===== config.mk =====
export PLATFORM = sky130hd
export DESIGN_NAME = mc_control
export DESIGN_NICKNAME = d
export VERILOG_FILES = /design/src/rtl/mc_pkg.sv /design/src/rtl/mc_decode.sv /design/src/rtl/mc_control.sv
export SDC_FILE = /design/constraint.sdc
export NUM_CORES = 1
export LEC_CHECK = 0
export ABC_AREA = 1
export BUFFER_PORTS_ARGS = -buffer_cell sky130_fd_sc_hd__buf_2
export CAP_MARGIN = 15
export CORE_MARGIN = 2
export CORE_UTILIZATION = 44
export CTS_CLUSTER_DIAMETER = 60
export CTS_CLUSTER_SIZE = 28
export DETAILED_ROUTE_END_ITERATION = 7
export PLACE_DENSITY_LB_ADDON = 0.08
export SETUP_SLACK_MARGIN = 0.02
export SLEW_MARGIN = 20
export SYNTH_ARGS = -nofsm -noshare
export SYNTH_HDL_FRONTEND = slang
export SYNTH_SLANG_ARGS = --single-unit

===== constraint.sdc =====
create_clock -name clk -period 1.66 [get_ports clk]
set_clock_uncertainty 0.1 [all_clocks]
set_input_delay 0.083 -clock clk [delete_from_list [all_inputs] [get_ports clk]]
set_output_delay 0.083 -clock clk [all_outputs]
set_load 0.02 [all_outputs]

===== src/rtl/mc_pkg.sv =====
// Shared opcode map, FSM state encoding and datapath select encodings for the
// multi-cycle MIPS control unit.
package mc_pkg;

  localparam logic [3:0] OP_ADD  = 4'd0;
  localparam logic [3:0] OP_SLI  = 4'd1;
  localparam logic [3:0] OP_J    = 4'd2;
  localparam logic [3:0] OP_JAL  = 4'd3;
  localparam logic [3:0] OP_LW   = 4'd4;
  localparam logic [3:0] OP_SW   = 4'd5;
  localparam logic [3:0] OP_BEQ  = 4'd6;
  localparam logic [3:0] OP_ADDI = 4'd7;
  localparam logic [3:0] OP_BNE  = 4'd8;
  localparam logic [3:0] OP_HALT = 4'd9;

  typedef enum logic [2:0] {
    FETCH  = 3'd0,
    DECODE = 3'd1,
    EXEC   = 3'd2,
    MEM    = 3'd3,
    WB     = 3'd4,
    HALT   = 3'd5
  } state_t;

  localparam logic [1:0] ALU_ADD   = 2'b00;
  localparam logic [1:0] ALU_SUB   = 2'b01;
  localparam logic [1:0] ALU_SHIFT = 2'b10;
  localparam logic [1:0] ALU_ADDI  = 2'b11;

  localparam logic [1:0] PC_ALU    = 2'b00;
  localparam logic [1:0] PC_ALUOUT = 2'b01;
  localparam logic [1:0] PC_JUMP   = 2'b10;

  localparam logic [1:0] SRCB_RT     = 2'b00;
  localparam logic [1:0] SRCB_TWO    = 2'b01;
  localparam logic [1:0] SRCB_IMM    = 2'b10;
  localparam logic [1:0] SRCB_IMM_SH = 2'b11;

  localparam logic [1:0] RD_RT = 2'b00;
  localparam logic [1:0] RD_RD = 2'b01;
  localparam logic [1:0] RD_RA = 2'b10;

  localparam logic [1:0] MTR_ALU = 2'b00;
  localparam logic [1:0] MTR_MEM = 2'b01;
  localparam logic [1:0] MTR_PC  = 2'b10;

endpackage


===== src/rtl/mc_decode.sv =====
// Combinational opcode classifier; any set bit above bit 3 marks the opcode
// illegal regardless of the low nibble.
module mc_decode
  import mc_pkg::*;
#(
  parameter int OPW = 4
) (
  input  logic [OPW-1:0] op,
  output logic           is_rtype,
  output logic           is_mem,
  output logic           is_branch,
  output logic           is_jump,
  output logic           is_illegal
);

  logic [OPW-1:0] hi;
  logic [3:0]     lo;

  assign hi = op >> 4;
  assign lo = op[3:0];

  always_comb begin
    is_rtype   = 1'b0;
    is_mem     = 1'b0;
    is_branch  = 1'b0;
    is_jump    = 1'b0;
    is_illegal = 1'b0;
    if (|hi) begin
      is_illegal = 1'b1;
    end else begin
      case (lo)
        OP_ADD, OP_SLI, OP_ADDI: is_rtype  = 1'b1;
        OP_LW, OP_SW:            is_mem    = 1'b1;
        OP_BEQ, OP_BNE:          is_branch = 1'b1;
        OP_J, OP_JAL:            is_jump   = 1'b1;
        OP_HALT:                 ;
        default:                 is_illegal = 1'b1;
      endcase
    end
  end

endmodule


===== src/rtl/mc_control.sv =====
// Multi-cycle control FSM: sequences FETCH/DECODE/EXEC/MEM/WB over a shared ALU
// and a single handshaked memory port.
module mc_control
  import mc_pkg::*;
#(
  parameter int OPW = 4
) (
  input  logic           clk,
  input  logic           reset,
  input  logic [OPW-1:0] opcode,
  input  logic           mem_ack,
  output logic           mem_req,
  output logic           mem_we,
  output logic           iord,
  output logic           ir_write,
  output logic           pc_write,
  output logic [1:0]     pc_src,
  output logic           alu_src_a,
  output logic [1:0]     alu_src_b,
  output logic [1:0]     alu_op,
  output logic [1:0]     reg_dst,
  output logic [1:0]     mem_to_reg,
  output logic           reg_write,
  output logic           branch,
  output logic           branch_ne,
  output logic           sign_or_zero,
  output logic           illegal,
  output logic           instr_done,
  output logic           halted
);

  state_t         state;
  logic [OPW-1:0] op_q;
  logic [OPW-1:0] dec_op;
  logic [3:0]     op_lo;
  logic           is_rtype, is_mem, is_branch, is_jump, is_illegal;

  // DECODE classifies the live IR field; later states only look at op_q.
  assign dec_op = (state == DECODE) ? opcode : op_q;
  assign op_lo  = dec_op[3:0];

  mc_decode #(.OPW(OPW)) u_decode (
    .op        (dec_op),
    .is_rtype  (is_rtype),
    .is_mem    (is_mem),
    .is_branch (is_branch),
    .is_jump   (is_jump),
    .is_illegal(is_illegal)
  );

  always_ff @(posedge clk) begin
    if (reset) begin
      state <= FETCH;
      op_q  <= '0;
    end else begin
      case (state)
        FETCH: if (mem_ack) state <= DECODE;
        DECODE: begin
          op_q <= opcode;
          if (is_illegal)                         state <= FETCH;
          else if (is_jump && (op_lo == OP_J))    state <= FETCH;
          else if (is_jump)                       state <= WB;
          else if (op_lo == OP_HALT)              state <= HALT;
          else                                    state <= EXEC;
        end
        EXEC: begin
          if (is_mem)         state <= MEM;
          else if (is_branch) state <= FETCH;
          else if (is_rtype)  state <= WB;
          else                state <= FETCH;
        end
        MEM: if (mem_ack) state <= (op_lo == OP_SW) ? FETCH : WB;
        WB:      state <= FETCH;
        HALT:    state <= HALT;
        default: state <= FETCH;
      endcase
    end
  end

  // Outputs are decoded from state; reset masks them so nothing fires in that cycle.
  always_comb begin
    mem_req      = 1'b0;
    mem_we       = 1'b0;
    iord         = 1'b0;
    ir_write     = 1'b0;
    pc_write     = 1'b0;
    pc_src       = PC_ALU;
    alu_src_a    = 1'b0;
    alu_src_b    = SRCB_RT;
    alu_op       = ALU_ADD;
    reg_dst      = RD_RT;
    mem_to_reg   = MTR_ALU;
    reg_write    = 1'b0;
    branch       = 1'b0;
    branch_ne    = 1'b0;
    sign_or_zero = 1'b1;
    illegal      = 1'b0;
    instr_done   = 1'b0;
    halted       = 1'b0;
    if (!reset) begin
      case (state)
        FETCH: begin
          mem_req   = 1'b1;
          alu_src_b = SRCB_TWO;
          ir_write  = mem_ack;
          pc_write  = mem_ack;
        end
        DECODE: begin
          alu_src_b = SRCB_IMM_SH;
          if (is_illegal) begin
            illegal    = 1'b1;
            instr_done = 1'b1;
          end else if (is_jump && (op_lo == OP_J)) begin
            pc_write   = 1'b1;
            pc_src     = PC_JUMP;
            instr_done = 1'b1;
          end
        end
        EXEC: begin
          alu_src_a = 1'b1;
          case (op_lo)
            OP_SLI: begin
              alu_src_b    = SRCB_IMM;
              alu_op       = ALU_SHIFT;
              sign_or_zero = 1'b0;
            end
            OP_ADDI, OP_LW, OP_SW: begin
              alu_src_b = SRCB_IMM;
              alu_op    = ALU_ADDI;
            end
            OP_BEQ, OP_BNE: begin
              alu_op     = ALU_SUB;
              branch     = 1'b1;
              branch_ne  = (op_lo == OP_BNE);
              pc_src     = PC_ALUOUT;
              instr_done = 1'b1;
            end
            default: ;
          endcase
        end
        MEM: begin
          mem_req    = 1'b1;
          iord       = 1'b1;
          mem_we     = (op_lo == OP_SW);
          instr_done = mem_ack && (op_lo == OP_SW);
        end
        WB: begin
          reg_write  = 1'b1;
          instr_done = 1'b1;
          case (op_lo)
            OP_ADD: reg_dst = RD_RD;
            OP_LW:  mem_to_reg = MTR_MEM;
            OP_JAL: begin
              reg_dst    = RD_RA;
              mem_to_reg = MTR_PC;
              pc_write   = 1'b1;
              pc_src     = PC_JUMP;
            end
            default: ;
          endcase
        end
        HALT:    halted = 1'b1;
        default: ;
      endcase
    end
  end

endmodule

==> impl_metrics.tcl, run 1 <==
set metrics [dict create \
    start_kind "flop" \
    die_w_um 48.6 \
    synth_cells 150 \
    die_h_um 48.6 \
    p_sw_uw 1640 \
    crit_path_start "state[2]$_SDFFE_PP0P_" \
    internal_power_uw 1530 \
    die_area_um2 2360 \
    syn-cell-area_um2 873 \
    track_usage_pct 26.0 \
    layout-area-overhead-vs-synth_pct 72.1 \
    hold_buffers 0 \
    io_pins 30 \
    layout-drive-gt1-share_pct 56.4 \
    antenna_found_initial 0 \
    critPathCaptureType "output port" \
    critPathMaxStageDelay_ns 0.33 \
    drt_iter0_markers 42 \
    ir_worst_vdd_mv 1.45 \
    hold_slack_ns 0.0921 \
    overflow 0 \
    synth.yosys.seq_area_share_pct 16.0 \
    detail_route.wirelength_um 3230 \
    dr.pass1.iters 6 \
    antennaDiodeCount 0 \
    switching_share_pct 51.7 \
    gp_congestion 0.897 \
    pwr-share-seq_pct 10.5 \
    setup_tns_ns -3.71 \
    clockRootBuffer "clkbuf_4" \
    outcome "finished, violations left" \
    p_total_uw 3180 \
    mostFrequentLayoutCells "buf_4, nand2_1, nor2_1" \
    crit_chain "nor2_4 > nand2_2 > nand2_4 > nand2_4 > nor2_4 > nand2_1 > nand2_2 > nand2_2 > nand2_2 > nor2_4 > nor2_4 > buf_4" \
    pwr-share-clk_pct 5.0 \
    final_common_cell "buf_4" \
    syn_avg_cell_area_um2 5.82 \
    finalCritPeriodShare_pct 118 \
    setup_viol 18 \
    drcViolationCount 0 \
    start_util_pct 45.4 \
    via_per_inst 5.06 \
    mappedNetlistNets 157 \
    core_area_um2 1920 \
    cpLargestDelayFamily "simple AND/OR/NAND/NOR gates" \
    io_buffers 29 \
    fmax_mhz 509 \
    route.vias.total 1240 \
    synth.distinct_cells 22 \
    combPwrFrac_pct 84.5 \
    final_nets 226 \
    cp.depth 12 \
    crit_slowest_cell "dfxtp_2" \
    place_area_um2 1270 \
    crit_required_ns 1.48 \
    grt_first_pass_wirelength_um 4770 \
    rsz0062_at_grt "yes" \
    finalHoldViolations 0 \
    crit_fanout 5 \
    place_ws_ns -0.0216 \
    clkLatencyLatePin_ns 0.26 \
    tightest_slew_ns 0.262 \
    grt_max_degree 14 \
    path_class "flop to output port" \
    yosysTopAreaCellShare_pct 16.0 \
    row_count 16 \
    synth_edf_count 0 \
    stdcell_area_um2 1500 \
    regToRegSetupSlack_ns -0.09 \
    cts_max_level 1 \
    slew_violations 0 \
    synth_flop_cell "dfxtp_1" \
    cts_tree "yes" \
    cts_buffers 3 \
    yosys_register_bits 7 \
    cts_buffer_depth 2 \
    fin_crit_ns 1.97 \
    endpoint "instr_done" \
    wl_per_cell_um 13.2 \
    r2r-start "state[2]$_SDFFE_PP0P_" \
    relSlewSlack_pct 82.5 \
    synth_area_leader_cell "dfxtp_1" \
    grt_pass1_vias 1094 \
    synth_warnings 0 \
    violations "setup timing" \
    hpwlAfterDp_um 2040 \
    power_leakage_uw 0.000791 \
    cts.sinks 7 \
    drv_cap 0 \
    hp-class "input pin to flop" \
    cellPowerDensity_nw_per_um2 2110 \
    timing.final.ws_setup_ns -0.306 \
    r2r_end "state[2]$_SDFFE_PP0P_" \
    synth_area_leaders "dfxtp_1, nand2_1, nor2_1" \
    synthArstFlopShare_pct 0 \
    ant_nets 0 \
    critPathArrivalTime_ns 1.78 \
    r2r_cells 12 \
    crit_buf_inv 1 \
    cts.clk_slew.worst_paths_ns 0.05 \
]
[Yosys cell counts (2+ instances only)]
cell type	n
a21oi_1	5
nand3b_1	3
nand4_1	3
nand2_1	33
nor2_1	28
nand3_1	12
nand2_4	8
inv_1	19
nor4_1	2
dfxtp_1	7
nand2_2	9
nor2_4	4
nor3_1	6
nor2_2	3
[worst register-to-register path, cell delays in order (launching register included)]
cell and delay, ns:
dfxtp_2 0.33, nor2_4 0.18, nand2_2 0.16, nand2_1 0.13
nand2_2 0.09, buf_4 0.15, buf_4 0.13, nand2_1 0.05
inv_1 0.04, nand2_1 0.05, nand3_1 0.06, nor2_1 0.11
nor2_1 0.06
[metrics by stage]
step,utilization (%),cells
finish,78.2,245
CTS,74.5,237
detailed placement,66.3,226
global placement,66.3,226
global route,78.2,245
floorplan,-,150
[sequential cells by signal, indices dropped and copies added (netlist names)]
name and flops:
state 3, op_q 4
[layer usage]
| layer | vias up | global-route usage [%] | wire (µm) |
|---|---|---|---|
| met5 | - | 0 | 0 |
| met4 | 0 | 5.24 | 49 |
| met3 | 10 | 5.86 | 198 |
| met2 | 55 | 50.7 | 1790 |
| met1 | 566 | 28.4 | 1200 |
| li1 | 609 | - | - |
[repair_timing]
action	4_1_cts	5_1_grt
setup buffers	6	8
pin swaps	10	3
cloned	1	0
setup endpoints to repair	18	21
resized for setup	25	3
[cell type report]
cell class | instances | area (µm²)
tap | 27 | 33.8
sequential | 7 | 146
inverter | 20 | 75.1
clock buffer | 4 | 26.3
multi-input combinational | 120 | 761
timing repair buffer | 67 | 460
fill | 149 | 419
[power by group through the flow]
stage                     clock, µW  combinational [µW]  sequential [µW]
after floorplan                   0                1350              316
after global placement            0                2010              322
after detailed placement          0                2040              324
after CTS                       160                2350              331
after global routing            178                2870              342
final                           159                2680              334
[worst min path at each step]
stage / startpoint / endpoint / slack [ns] / cells past startpoint
finish: mem_ack / state[1]$_SDFFE_PP0P_ / 0.09 / 4
global route: mem_ack / state[1]$_SDFFE_PP0P_ / 0.10 / 4
CTS: mem_ack / state[1]$_SDFFE_PP0P_ / 0.08 / 4
detailed placement: mem_ack / state[1]$_SDFFE_PP0P_ / 0.35 / 4
global placement: mem_ack / state[1]$_SDFFE_PP0P_ / 0.35 / 4
floorplan: reset / reg_write / 0.1 / 1
[logic make-up (layout without fill, tap and decap cells)]
kind of cell,Yosys count,count (layout),synth area share (%)
AND/OR/NAND/NOR,112,113,67.9
AO/OA/AOI/OAI,7,7,4.30
buffers and inverters,24,91,11.7
flip-flops,7,7,16.0
No activity file was read; power rests on OpenSTA's default activity.
==> run 2, diff against run 1 <==
clock period = 1.8 ns   (was 1.66 ns; I/O delays follow)
==> impl_metrics.tcl, run 2 (same netlist as run 1, synthesis figures left out) <==
set metrics [dict create \
    regToRegSetupSlack_ns 0.06 \
    grt_max_degree 23 \
    die_h_um 48.6 \
    cts.sinks 7 \
    path_class "flop to output port" \
    rsz0062_at_grt "yes" \
    stdcell_area_um2 1440 \
    cellPowerDensity_nw_per_um2 1900 \
    layout-area-overhead-vs-synth_pct 65.2 \
    setup_tns_ns -2.08 \
    dp.cells 213 \
    holdPathEnd "state[1]$_SDFFE_PP0P_" \
    hold_buffers 0 \
    cts_tree "yes" \
    r2r-start "state[2]$_SDFFE_PP0P_" \
    grt_first_pass_wirelength_um 4370 \
    dr.pass1.iters 4 \
    cts_buffers 3 \
    violations "setup timing" \
    cts_max_level 1 \
    layoutNonFillerInstCount 234 \
    holdPathStages 4 \
    largest_reg_flops 4 \
    die_area_um2 2360 \
    core_area_um2 1920 \
    drcViolationCount 0 \
    r2r_cells 13 \
    wl_per_cell_um 12.0 \
    gp_congestion 0.820 \
    die_w_um 48.6 \
    power_leakage_uw 0.000755 \
    relSlewSlack_pct 73.8 \
    ant_nets 0 \
    timing.final.ws_setup_ns -0.244 \
    finalCritPeriodShare_pct 114 \
    final_nets 215 \
    setup_viol 16 \
    row_count 16 \
    antennaDiodeCount 0 \
    ir_worst_vdd_mv 1.30 \
    cts.clk_slew.worst_paths_ns 0.05 \
    cts_buffer_depth 2 \
    detail_route.wirelength_um 2810 \
    clockRootBuffer "clkbuf_4" \
    drt_iter0_markers 31 \
    place_area_um2 1160 \
    reg_top3 "op_q (4), state (3)" \
    finalHoldViolations 0 \
    start_kind "flop" \
    via_per_inst 4.97 \
    hp-class "input pin to flop" \
    hpwlAfterDp_um 1890 \
    overflow 0 \
    io_buffers 29 \
    track_usage_pct 23.5 \
    final_common_cell "buf_4" \
    layout-drive-gt1-share_pct 50.7 \
    crit_required_ns 1.61 \
    mostFrequentLayoutCells "buf_4, nand2_1, nor2_1" \
    io_pins 30 \
    min_from "mem_ack" \
    regMostFlops "op_q" \
    route.vias.total 1163 \
    drv_cap 0 \
    r2r_end "state[2]$_SDFFE_PP0P_" \
    antenna_found_initial 0 \
    clkLatencyLatePin_ns 0.26 \
    fmax_mhz 489 \
    critPathCaptureType "output port" \
    outcome "finished, violations left" \
    critPathArrivalTime_ns 1.85 \
    grt_pass1_vias 1037 \
    start_util_pct 45.4 \
    tightest_slew_ns 0.393 \
    fin_crit_ns 2.04 \
    slew_violations 0 \
    crit_fanout 7 \
]
## run 2: what timing repair did
action,4_1_cts,5_1_grt
pin swaps,9,7
gates resized for setup,37,6
endpoints found under the setup margin,16,16
setup buffers,10,7
## run 2: per-stage QoR
stage / total power [µW] / utilization, % / setup WS [ns] / hold slack [ns]
after detailed placement: 1970 / 60.6 / 0.00583 / 0.353
after global placement: 1960 / 60.6 / 0.0653 / 0.353
final: 2750 / 75.1 / -0.244 / 0.0781
after global routing: 2940 / 75.1 / -0.355 / 0.116
after CTS: 2500 / 71.2 / -0.162 / 0.0750
after floorplan: 1490 / - / 0.00758 / 0.131
## run 2: final cells by class
cell class                      instances  area [µm²]
Multi-Input combinational cell        119         718
Tap cell                               27        33.8
Timing Repair Buffer                   57         445
Inverter                               20        75.1
Clock buffer                            4        26.3
Sequential cell                         7         144
Fill cell                             159         479
## run 2: worst max-delay path by stage
stage                               start            to  slack, ns  depth (start not counted)
floorplan           state[1]$_SDFFE_PP0P_        mem_we      0.008                          8
global placement    state[1]$_SDFFE_PP0P_  alu_src_b[1]       0.07                          9
detailed placement  state[1]$_SDFFE_PP0P_  alu_src_b[1]      0.006                          9
CTS                 state[2]$_SDFFE_PP0P_    instr_done      -0.16                         13
global route        state[2]$_SDFFE_PP0P_  alu_src_b[1]      -0.36                         10
finish              state[2]$_SDFFE_PP0P_    instr_done      -0.24                         14
## run 2: layer usage
metal	track usage (%)	wire (µm)
met5	0	0
met3	4.32	131
met1	27.5	1130
met4	11.0	75
met2	41.2	1480
## run 2: worst max-delay path, stage by stage (launching register included)
cell	delay (ns)
dfxtp_2	0.33
nor2_4	0.17
nand2_4	0.09
buf_12	0.15
nand2_4	0.06
nand2_4	0.08
nand2_2	0.09
inv_2	0.05
nand2_2	0.11
nand2_2	0.06
nand2_2	0.08
nand2_2	0.05
nor2_2	0.09
nor2_2	0.04
buf_6	0.14
## run 2: where the power goes
group,switching [µW],internal [µW]
registers,76.2,224
clock network,60.1,84.7
logic,1280,1020
total,1420,1330
